--- config.mk ---
export PLATFORM = sky130hd
export DESIGN_NAME = tp_mux_ctrl_flat
export DESIGN_NICKNAME = d
export VERILOG_FILES = /design/src/rtl/tp_mux_ctrl_if.sv /design/src/rtl/tp_mux_ctrl.sv /design/src/flat_wrapper.sv
export SDC_FILE = /design/constraint.sdc
export NUM_CORES = 1
export LEC_CHECK = 0
export CAP_MARGIN = 20
export CORE_ASPECT_RATIO = 0.6
export CORE_MARGIN = 1.5
export CORE_UTILIZATION = 54
export CTS_CLUSTER_SIZE = 20
export DETAILED_ROUTE_END_ITERATION = 6
export GPL_TIMING_DRIVEN = 0
export PLACE_DENSITY = 0.86
export RECOVER_POWER = 25
export SYNTH_ARGS = -nofsm -noshare
export SYNTH_HDL_FRONTEND = slang
export SYNTH_SLANG_ARGS = --single-unit
--- constraint.sdc ---
create_clock -name CLK -period 6.69 [get_ports CLK]
set_clock_uncertainty 0.15 [all_clocks]
set_input_delay 1.0035 -clock CLK [delete_from_list [all_inputs] [get_ports CLK]]
set_output_delay 1.0035 -clock CLK [all_outputs]
set_load 0.005 [all_outputs]
--- src/rtl/tp_mux_ctrl_if.sv ---
// Probe-group inputs, config/trigger strobes and test-point bank outputs of tp_mux_ctrl.
interface tp_mux_ctrl_if #(
  parameter int NGRP = 4,
  parameter int W    = 16
);
  logic [NGRP*W-1:0] GRP_DATA;
  logic              CFG_WE;
  logic [7:0]        CFG_DATA;
  logic              TRIG;
  logic [W-1:0]      TP_OUT;
  logic [W-1:0]      TP_DIR;
  logic [1:0]        GRP_ID;
  logic              TP_MARK;
  logic              FROZEN;
  logic [2:0]        STATE;

  modport slave (
    input  GRP_DATA, CFG_WE, CFG_DATA, TRIG,
    output TP_OUT, TP_DIR, GRP_ID, TP_MARK, FROZEN, STATE
  );

  modport master (
    output GRP_DATA, CFG_WE, CFG_DATA, TRIG,
    input  TP_OUT, TP_DIR, GRP_ID, TP_MARK, FROZEN, STATE
  );
endinterface

--- src/rtl/tp_mux_ctrl.sv ---
// Test-point bank mux: drives one probe group onto the IOBUFs (static, timed scan or triggered capture).
// TP_OUT registered, 1-cycle latency from GRP_DATA; no backpressure, every input sampled each cycle.
module tp_mux_ctrl #(
  parameter int NGRP = 4,
  parameter int W    = 16
) (
  input logic          CLK,
  input logic          RST_B,
  tp_mux_ctrl_if.slave bus
);
  typedef enum logic [2:0] {
    S_OFF   = 3'd0,
    S_LIVE  = 3'd1,
    S_SCAN  = 3'd2,
    S_ARMED = 3'd3,
    S_HOLD  = 3'd4
  } state_e;

  state_e        state_q, state_d;
  logic [3:0]    dwell_q, dwell_d;
  logic [17:0]   cnt_q, cnt_d;
  logic [1:0]    grp_q, grp_d;
  logic [W-1:0]  tp_out_q, tp_out_d;
  logic          mark_q, mark_d;

  logic [W-1:0]  grp_arr [NGRP];
  logic [17:0]   p_last;
  logic [1:0]    cfg_mode, cfg_sel, grp_nxt;

  for (genvar g = 0; g < NGRP; g++) begin : g_split
    assign grp_arr[g] = bus.GRP_DATA[g*W +: W];
  end

  assign cfg_mode = bus.CFG_DATA[7:6];
  assign cfg_sel  = bus.CFG_DATA[5:4];
  assign grp_nxt  = grp_q + 2'd1;
  // Dwell period is 2^(D+2); the exponent needs 5 bits once D reaches 14.
  assign p_last   = (18'd1 << ({1'b0, dwell_q} + 5'd2)) - 18'd1;

  always_ff @(posedge CLK or negedge RST_B) begin
    if (!RST_B) begin
      state_q  <= S_OFF;
      dwell_q  <= '0;
      cnt_q    <= '0;
      grp_q    <= '0;
      tp_out_q <= '0;
      mark_q   <= 1'b0;
    end else begin
      state_q  <= state_d;
      dwell_q  <= dwell_d;
      cnt_q    <= cnt_d;
      grp_q    <= grp_d;
      tp_out_q <= tp_out_d;
      mark_q   <= mark_d;
    end
  end

  always_comb begin
    state_d  = state_q;
    dwell_d  = dwell_q;
    cnt_d    = cnt_q;
    grp_d    = grp_q;
    tp_out_d = tp_out_q;
    mark_d   = 1'b0;
    // A config write outranks trigger and dwell expiry, and aborts any hold.
    if (bus.CFG_WE) begin
      dwell_d  = bus.CFG_DATA[3:0];
      cnt_d    = '0;
      grp_d    = cfg_sel;
      tp_out_d = grp_arr[cfg_sel];
      case (cfg_mode)
        2'b00: begin
          state_d  = S_OFF;
          tp_out_d = '0;
        end
        2'b01:   state_d = S_LIVE;
        2'b10:   state_d = S_SCAN;
        default: state_d = S_ARMED;
      endcase
    end else begin
      case (state_q)
        S_OFF: begin
          tp_out_d = '0;
          cnt_d    = '0;
        end
        S_LIVE: tp_out_d = grp_arr[grp_q];
        S_SCAN: begin
          if (cnt_q >= p_last) begin
            cnt_d    = '0;
            grp_d    = grp_nxt;
            tp_out_d = grp_arr[grp_nxt];
            mark_d   = 1'b1;
          end else begin
            cnt_d    = cnt_q + 18'd1;
            tp_out_d = grp_arr[grp_q];
          end
        end
        S_ARMED: begin
          tp_out_d = grp_arr[grp_q];
          cnt_d    = '0;
          if (bus.TRIG) begin
            state_d = S_HOLD;
            mark_d  = 1'b1;
          end
        end
        S_HOLD: begin
          if (cnt_q >= p_last) begin
            state_d  = S_ARMED;
            cnt_d    = '0;
            tp_out_d = grp_arr[grp_q];
          end else begin
            cnt_d = cnt_q + 18'd1;
          end
        end
        default: begin
          state_d  = S_OFF;
          cnt_d    = '0;
          tp_out_d = '0;
        end
      endcase
    end
  end

  assign bus.TP_OUT  = tp_out_q;
  assign bus.TP_DIR  = (state_q == S_OFF) ? '1 : '0;
  assign bus.GRP_ID  = grp_q;
  assign bus.TP_MARK = mark_q;
  assign bus.FROZEN  = (state_q == S_HOLD);
  assign bus.STATE   = state_q;
endmodule

--- src/flat_wrapper.sv ---
// flat-port wrapper written by rule: the top's interface ports become plain ports
module tp_mux_ctrl_flat 
#(
  parameter int NGRP = 4,
  parameter int W    = 16
)
  (CLK, RST_B, bus_GRP_DATA, bus_CFG_WE, bus_CFG_DATA, bus_TRIG, bus_TP_OUT, bus_TP_DIR, bus_GRP_ID, bus_TP_MARK, bus_FROZEN, bus_STATE);
  tp_mux_ctrl_if #(.NGRP(NGRP), .W(W)) bus_i ();
  input logic CLK;
  input logic RST_B;
  input wire logic [$bits(bus_i.GRP_DATA)-1:0] bus_GRP_DATA;
  input wire logic [$bits(bus_i.CFG_WE)-1:0] bus_CFG_WE;
  input wire logic [$bits(bus_i.CFG_DATA)-1:0] bus_CFG_DATA;
  input wire logic [$bits(bus_i.TRIG)-1:0] bus_TRIG;
  output wire logic [$bits(bus_i.TP_OUT)-1:0] bus_TP_OUT;
  output wire logic [$bits(bus_i.TP_DIR)-1:0] bus_TP_DIR;
  output wire logic [$bits(bus_i.GRP_ID)-1:0] bus_GRP_ID;
  output wire logic [$bits(bus_i.TP_MARK)-1:0] bus_TP_MARK;
  output wire logic [$bits(bus_i.FROZEN)-1:0] bus_FROZEN;
  output wire logic [$bits(bus_i.STATE)-1:0] bus_STATE;
  assign bus_i.GRP_DATA = bus_GRP_DATA;
  assign bus_i.CFG_WE = bus_CFG_WE;
  assign bus_i.CFG_DATA = bus_CFG_DATA;
  assign bus_i.TRIG = bus_TRIG;
  assign bus_TP_OUT = bus_i.TP_OUT;
  assign bus_TP_DIR = bus_i.TP_DIR;
  assign bus_GRP_ID = bus_i.GRP_ID;
  assign bus_TP_MARK = bus_i.TP_MARK;
  assign bus_FROZEN = bus_i.FROZEN;
  assign bus_STATE = bus_i.STATE;
  tp_mux_ctrl #(.NGRP(NGRP), .W(W)) u_core (.CLK(CLK), .RST_B(RST_B), .bus(bus_i));
endmodule
Word-level counts from Yosys, hierarchy flattened. Index checks and enable logic that the tools add are counted.

Output and inout bits: 39. Logic and storage cells: 67. Input bits: 76. Register bits: 44.

$lt $le $gt $ge: 4. Bitwise operators: 3. Shifts and indexed selects: 1. Eq/ne operators: 10. Reductions and logical operators: 9. $add $sub $neg: 4. Multiplexer cells: 30.

Operator list (number): $mux W16 (11); $bmux W16 S2 (3); $pmux W16 S3 (1); $mux W18 (2); $pmux W18 S2 (1); $add A18 B1 Y18 const B (1); $ge A18 B18 Y1 (1); $shl A1 B5 Y18 const A (1); $sub A18 B1 Y18 const B (1); $ge A3 B3 Y1 const B (3); $mux W3 (3); $not A2 Y3 (3); $pmux W3 S3 (1); $eq A3 B2 Y1 const B (2); $mux W2 (3); $pmux W2 S3 (1); $add A4 B2 Y5 const B (1); $reduce_bool A2 Y1 (2); $reduce_or A2 Y1 (2); $eq A3 B1 Y1 const B (1); $eq A3 B3 Y1 const B (1); $logic_not A3 Y1 (1); $mux W1 (3); $ne A3 B2 Y1 const B (1); other kinds (11) (11).

Logic depth before layout (Yosys ltp). Gate-level depths: netlist (run 1).

Depth after elaboration: 8. Mapped depth: 21. Gate-level depth less buffers: 19.

Worst setup path before layout (run 1). No wires, ideal clock.

Path type: register to register. Start point: register u_core.dwell_q[2]. End point: register u_core.tp_out_q[13] (netlist: u_core.bus.TP_OUT[13]). Stages on the path, launching flop included: 20. Slack: 2.271 ns. Period minus slack after synthesis: 4.419 ns. Arrival: 4.177 ns. Buffers on the path: 2. Required time: 6.448 ns. Setup time: 0.092 ns. Cells stage by stage: dfrtp_1 > ha_1 > clkbuf_1 > xor2_1 > nor3_1 > nand2_1 > ha_1 > clkinv_1 > o22ai_1 > a22oi_1 > o22ai_1 > nand2_1 > ha_1 > nand4_1 > or3_1 > o21bai_2 > a211oi_4 > buf_4 > a221oi_1 > o31ai_2.

Cells in the longest elaborated chain, start to end: 7. Elaborated cells on any way between the ends: 8. Those cells by class: add/sub (2); order compare (1); eq/ne (1); shift (1); mux (3).

RTL lines: start: declaration (line tp_mux_ctrl.sv:20) `logic [3:0] dwell_q, dwell_d;`; start signal: assignment (line tp_mux_ctrl.sv:50) `dwell_q <= dwell_d;`; $add A4 B2 Y5 (*) (line tp_mux_ctrl.sv:38) `assign p_last = (18'd1 << ({1'b0, dwell_q} + 5'd2)) - 18'd1;`; $shl A1 B5 Y18 (*) (line tp_mux_ctrl.sv:38); $sub A18 B1 Y18 (*) (line tp_mux_ctrl.sv:38); $ge A18 B18 Y1 (*) (line tp_mux_ctrl.sv:88, tp_mux_ctrl.sv:107); $mux W16 (line tp_mux_ctrl.sv:88) `if (cnt_q >= p_last) begin`; $pmux W16 S3 (line tp_mux_ctrl.sv:81) `case (state_q)`; $mux W16 (line tp_mux_ctrl.sv:66) `if (bus.CFG_WE) begin`; end signal: assignment (line tp_mux_ctrl.sv:53) `tp_out_q <= tp_out_d;`; end: declaration (line tp_mux_ctrl.sv:23) `logic [W-1:0] tp_out_q, tp_out_d;`.

Mark *: on every way between the ends. The rest lies on a longest branch, timed or not. A chain may end at the register's enable or synchronous reset.

Worst setup path after layout (run 1).
Start point: register u_core.dwell_q[2]. End point: register u_core.tp_out_q[5] (netlist: u_core.bus.TP_OUT[5]).

Same word-level chain as after synthesis.

==> results.cfg, run 1 <==
[run_status]
status = finished, violations left
violations = max-capacitance violations, max-slew violations

[cells_and_area]
post_route_cells_drive_above_1_share_pct = 19.0
antennaDiodeCount = 0
nets = 676
stdcell_area_mm2 = 0.00579
area_growth_pct = 32.9
final_util_pct = 73.7

[floorplan]
start_util_pct = 55.4
rows = 25
pin_count = 115
die_w_um = 119
coreArea_mm2 = 0.00785
dieArea_mm2 = 0.00863
die_height_um = 72.5

[logic_synthesis]
syn_nets = 555
synth_cell_type_count = 55
synth_enable_flop_cells = 0
synth-seq-cells = 44
syn_avg_cell_area_um2 = 9.50
syn_area_mm2 = 0.00435
ys_seq_area_share_pct = 25.3
synth_top_cell_by_area = dfrtp_1
ys.flop_type = dfrtp_1
syn-instance-count = 458
yosysTopAreaCellShare_pct = 25.3
synthTopCellsByArea = dfrtp_1 (25%), mux2_2 (12%), mux4_2 (9.3%)
async_reset_ff_share_pct = 100
yosys_warnings = 0

[timing]
setup_viol = 0
period_share_pct = 83.1
rsz0062_at_grt = false
finalWorstSetupSlack_ns = 1.13
layout_min_cycle_time_ns = 5.56
slew_headroom_pct = -20.9
hold_violations = 0
worst_pin_slew_ns = 1.81
clock.fmax_mhz = 180
slew_violations = 32
final.setup.tns_ns = 0

[power_and_ir_drop]
p_int_uw = 697
p_leak_nw = 2.26
ir_drop_mv = 0.141
p_sw_share_pct = 32.7
power_density_mw_per_mm2 = 179
clkPwrFrac_pct = 28.8
comb_power_share_pct = 41.6
p_seq_share_pct = 29.6
switching_power_uw = 340

[global_routing]
grt_max_degree = 32
grt-ovfl-total = 0
grt_usage_pct = 33.5
grt_first_pass_wirelength_um = 23000
antenna_found_initial = 0
grt_pass1_vias = 4424

[worst_setup_path]
path_max_fanout = 10
crit_path_start_kind = flip-flop
rrSetupSlack_ns = 1.13
critPathArrivalTime_ns = 5.60
r2r_cells = 19
r2r_end = u_core.bus.TP_OUT[5]
path_class = reg -> reg
reg2reg_from = u_core.dwell_q[2]
cp_top_family = compound AO/OA/AOI/OAI gates
crit_chain = ha_1 -> clkbuf_1 -> xor2_1 -> nor3_1 -> nand2_1 -> ha_1 -> clkinv_1 -> o22ai_1 -> a22oi_1 -> o22ai_1 -> nand2_1 -> ha_1 -> nand4_1 -> or3_1 -> o21bai_2 -> a21oi_2 -> buf_2 -> a221oi_1 -> o31ai_1
path_buf_inv = 3
crit_required_ns = 6.73
endpoint_kind = flip-flop
slowest_stage = xor2_1
cpMostUsedCell = ha_1
critical_path.max_stage_delay_ns = 0.55

[route]
first_pass_iters = 7
wirelength_um = 14300
dr_total_vias = 4621
vias_per_cell = 6.72
drc = 0
antenna_left = 0
wl_per_cell_um = 20.8
initialDrtViolationCount = 683

[cts]
cts_setup_buffers = 0
cts_hold_buf = 0
numCtsBuffers = 5
cts_resized = 0
htree_num_levels = 2
clockRootBuffer = clkbuf_16
cts_sinks = 44
cts_tree = yes
clk_pin_slew_ns = 0.07
clk_latency_ns = 0.29
clockBufferDepth = 2

[placement]
dpl_worst_slack_ns = 1.35
gp_congestion = 0.895
numPortBuffers = 112
dpl_cell_area_mm2 = 0.00563
place_hpwl_um = 10600

[worst_hold_path]
min-delay-start = u_core.bus.TP_OUT[10]
whs_path_depth = 2
hp-class = reg -> reg
holdPathEnd = u_core.bus.TP_OUT[10]

[job]
cap_violations = 1
[routing by layer]
metal / global-route usage, % / part of all wire [%]
met1: 49.2 / 43
met2: 52.0 / 44
met3: 6.45 / 11
met4: 7.23 / 1.7
met5: 0 / 0
[how the worst max path moves through the flow]
stage | from | to | depth (start not counted)
3_5_place_dp | u_core.dwell_q[2] | u_core.bus.TP_OUT[11] | 19
2_1_floorplan | u_core.dwell_q[2] | u_core.bus.TP_OUT[13] | 19
4_1_cts | u_core.dwell_q[2] | u_core.bus.TP_OUT[11] | 19
5_1_grt | u_core.dwell_q[2] | u_core.bus.TP_OUT[8] | 19
3_3_place_gp | u_core.dwell_q[2] | u_core.bus.TP_OUT[8] | 19
6_report | u_core.dwell_q[2] | u_core.bus.TP_OUT[5] | 19
[sequential cells by signal, summed over array words and instances (netlist names)]
register,cells
u_core.bus.GRP_ID,2
u_core.bus.STATE,3
u_core.bus.TP_MARK,1
u_core.bus.TP_OUT,16
u_core.cnt_q,18
u_core.dwell_q,4
[cell usage after synthesis (2+ instances only)]
cell,count
nor3b_1,6
nand2_1,34
nor2b_1,3
a22oi_1,17
mux4_2,18
nand3_1,9
o31ai_1,13
mux2_2,48
o31ai_2,3
buf_2,5
and2_1,2
clkbuf_1,21
buf_1,3
or3_1,7
nand4_1,3
a21oi_1,22
and3_1,6
a32oi_1,2
a21o_1,7
inv_1,12
a221oi_1,30
o21ai_0,29
nand2b_1,4
o211ai_1,2
dfrtp_1,44
nor2_1,13
a22o_1,5
xnor2_1,6
nor4_1,5
ha_1,21
a211oi_1,3
o22ai_1,2
buf_4,16
nor3_1,11
o21a_1,6
[power groups by stage]
stage                     clock network (mW)  logic (mW)  registers [mW]
after floorplan                            0       0.239           0.309
after global placement                     0       0.406           0.310
after detailed placement                   0       0.422           0.312
after CTS                              0.296       0.426           0.307
after global routing                   0.309       0.466           0.310
final                                  0.298       0.431           0.307
[cells in the final DEF, fill, tap and decap left out, types with 2 or more instances in the layout]
master           count
a211oi_1             3
a21o_1               7
a21oi_1             22
a221oi_1            30
a22o_1               5
a22oi_1             17
a32oi_1              2
and2_1               2
and3_1               6
buf_1                3
buf_2                5
buf_4               17
clkbuf_1            23
clkbuf_16            5
clkdlybuf4s50_1    111
dfrtp_1             44
ha_1                21
inv_1               12
mux2_2              48
mux4_2              18
nand2_1             34
nand2b_1             4
nand3_1              9
nand4_1              3
nor2_1              13
nor2b_1              3
nor3_1              11
nor3b_1              6
nor4_1               5
o211ai_1             2
o21a_1               6
o21ai_0             29
o22ai_1              2
o31ai_1             13
o31ai_2              3
or3_1                7
xnor2_1              6
[per-stage QoR]
stage                     cells  hold slack, ns  power (mW)
after CTS                   688           0.378        1.03
after global routing        688           0.409        1.08
after global placement      678           0.349       0.717
after detailed placement    680           0.363       0.734
final                       688           0.381        1.04
after floorplan             458           0.350       0.548
[worst reg2reg max path: cells and delay by family, from the launching register on]
family | cells | cell delay, ns
buffers and inverters | 3 | 0.88
xor gates and xnor gates | 1 | 0.55
and+or+nand+nor | 5 | 1.06
DFF | 1 | 0.45
AOI/OAI and AO/OA | 7 | 1.60
adders and majority gates | 3 | 0.79
[cell families (layout without fill, tap and decap cells)]
group,Yosys count,in the layout,share of synthesized area [%]
AOI/OAI and AO/OA,153,153,25.8
xor gates and xnor gates,7,7,1.41
adders and majority gates,21,21,6.04
buffers and inverters,59,181,6.78
DFF,44,44,25.3
muxes,66,66,21.7
and+or+nand+nor,108,108,12.9
[layout make-up]
class / instances / area, um2
Buffer: 46 / 246
Clock buffer: 5 / 125
Clock inverter: 3 / 46.3
Fill cell: 558 / 2070
Inverter: 13 / 48.8
Multi-Input combinational cell: 355 / 2960
Sequential cell: 44 / 1100
Tap cell: 108 / 135
Timing Repair Buffer: 114 / 1130
Note: power is estimated with default switching activity, not from simulation.
==> run 2, diff against run 1 <==
CORE_UTILIZATION = 45   (was 54)
PLACE_DENSITY = 0.76   (was 0.86)
clock period = 5 ns   (was 6.69 ns; I/O delays follow)
==> run 2 against run 1 <==
The run still ends with max-capacitance violations, max-slew violations left. Utilization decreased by 11 points. Hold slack got worse by 0.065 ns. Critical path depth increased by 1. Sequential power increased by 35%. Global-route usage decreased by 6.2 points. Clock power increased by 34%. Via count decreased by 2.1%. Power increased by 34%.
==> results.cfg, run 2 (same netlist as run 1, synthesis figures left out) <==
[timing]
layout_min_cycle_time_ns = 4.74
setup_viol = 0
worst_pin_slew_ns = 1.95
finalWorstSetupSlack_ns = 0.258
slew_violations = 34
holdWs_ns = 0.316
period_share_pct = 94.8
hold_violations = 0
clock.fmax_mhz = 211
slew_headroom_pct = -29.7
final.setup.tns_ns = 0

[route]
first_pass_iters = 5
initialDrtViolationCount = 475
antenna_left = 0
wl_per_cell_um = 19.8
vias_per_cell = 6.37
dr_total_vias = 4526
drc = 0
wirelength_um = 14000

[run_status]
status = finished, violations left
violations = max-capacitance violations, max-slew violations

[worst_setup_path]
reg2reg_from = u_core.dwell_q[2]
crit_chain = ha_4 -> xor2_2 -> nor3_2 -> nand3_1 -> ha_1 -> clkinv_1 -> nand3_1 -> o22ai_1 -> a22oi_1 -> o22ai_1 -> nand2_1 -> ha_1 -> nand4_1 -> or3_1 -> o2111ai_1 -> and3_1 -> nand2_2 -> clkbuf_4 -> a221oi_1 -> o31ai_2
cp-startpoint = u_core.dwell_q[2]
critical_path.max_stage_delay_ns = 0.47
endpoint_kind = flip-flop
critPathArrivalTime_ns = 4.75
path_max_fanout = 10
cp_top_family = simple AND/OR/NAND/NOR gates
crit_required_ns = 5.01
path_buf_inv = 2
slowest_stage = dfrtp_1
path_class = reg -> reg
crit_path_start_kind = flip-flop

[cts]
numCtsBuffers = 5
clk_latency_ns = 0.30
clockBufferDepth = 2
cts_sinks = 44
clk_pin_slew_ns = 0.07
cts_tree = yes
htree_num_levels = 2
cts_hold_buf = 0
clockRootBuffer = clkbuf_16

[power_and_ir_drop]
power_density_mw_per_mm2 = 238
p_leak_nw = 2.29
power.total_mw = 1.39
ir_drop_mv = 0.149

[global_routing]
grt_pass1_vias = 4361
grt-ovfl-total = 0
grt_first_pass_wirelength_um = 21800
grt_max_degree = 34
antenna_found_initial = 0
grt_usage_pct = 27.3

[cells_and_area]
final_common_cell = clkdlybuf4s50_1
fin_cells = 710
antennaDiodeCount = 0
area_growth_pct = 34.8
nets = 676
post_route_cells_drive_above_1_share_pct = 20.9
layout_common_cells = clkdlybuf4s50_1 (111), mux2_2 (48), dfrtp_1 (44), nand2_1 (33), a221oi_1 (30)
regMostFlops = u_core.cnt_q
largest_register_ffs = 18

[placement]
numPortBuffers = 112
placed_cells = 702
dpl_worst_slack_ns = -0.293
gp_congestion = 0.872
place_hpwl_um = 10500

[job]
cap_violations = 1

[floorplan]
dieArea_mm2 = 0.0103
coreArea_mm2 = 0.00929
rows = 27
start_util_pct = 46.9
die_height_um = 79.2
pin_count = 115
die_w_um = 130

[worst_hold_path]
hp-class = in -> async
## run 2: cell types whose count changed in the layout (fill, tap and decap cells not counted), sizes merged
cell	before	now
buf	26	28
clkbuf	28	26
## run 2: routing by layer
layer / vias to the layer above / global-route usage [%] / part of all wire (%)
li1: 2034 / - / -
met1: 2208 / 38.7 / 45
met2: 263 / 42.2 / 44
met3: 21 / 5.73 / 10
met4: 0 / 7.33 / 1.3
met5: - / 0 / 0
## run 2: worst paths after layout
path                                    endpoint  slack (ns)  cells after the start
max reg2reg                u_core.bus.TP_OUT[13]        0.26                     20
min                              u_core.cnt_q[7]        0.32                      1
max in group asynchronous    u_core.bus.STATE[0]        2.14                      2
max                        u_core.bus.TP_OUT[13]        0.26                     20
min reg2reg                 u_core.bus.TP_OUT[9]        0.37                      2
min in group CLK            u_core.bus.TP_OUT[9]        0.37                      2
## run 2: metrics by stage
stage	utilization [%]	instance area, um2
finish	63.2	5870
global route	63.2	5870
CTS	63.1	5860
detailed placement	60.9	5660
global placement	60.7	5640
floorplan	-	4350
## run 2: final cells by class
| type | instances | area, um2 |
|---|---|---|
| Buffer | 42 | 240 |
| Clock buffer | 5 | 125 |
| Clock inverter | 3 | 46.3 |
| Fill cell | 769 | 3420 |
| Inverter | 13 | 48.8 |
| Multi-Input combinational cell | 355 | 2990 |
| Sequential cell | 44 | 1100 |
| Tap cell | 130 | 163 |
| Timing Repair Buffer | 118 | 1150 |
## run 2: report_power, final
group          switching, mW  internal [mW]  leakage [nW]
registers             0.0276          0.386         0.569
logic                  0.263          0.317          1.64
clock network          0.162          0.238        0.0804
total                  0.453          0.941          2.29
## run 2: what timing repair did
| action | in CTS | in global routing |
|---|---|---|
| gates cloned | 0 | 0 |
| setup buffers | 2 | 2 |
| hold endpoints to repair | 0 | 0 |
| gates resized for setup | 3 | 11 |
| pin swaps | 2 | 2 |
| endpoints found under the setup margin | 31 | 32 |
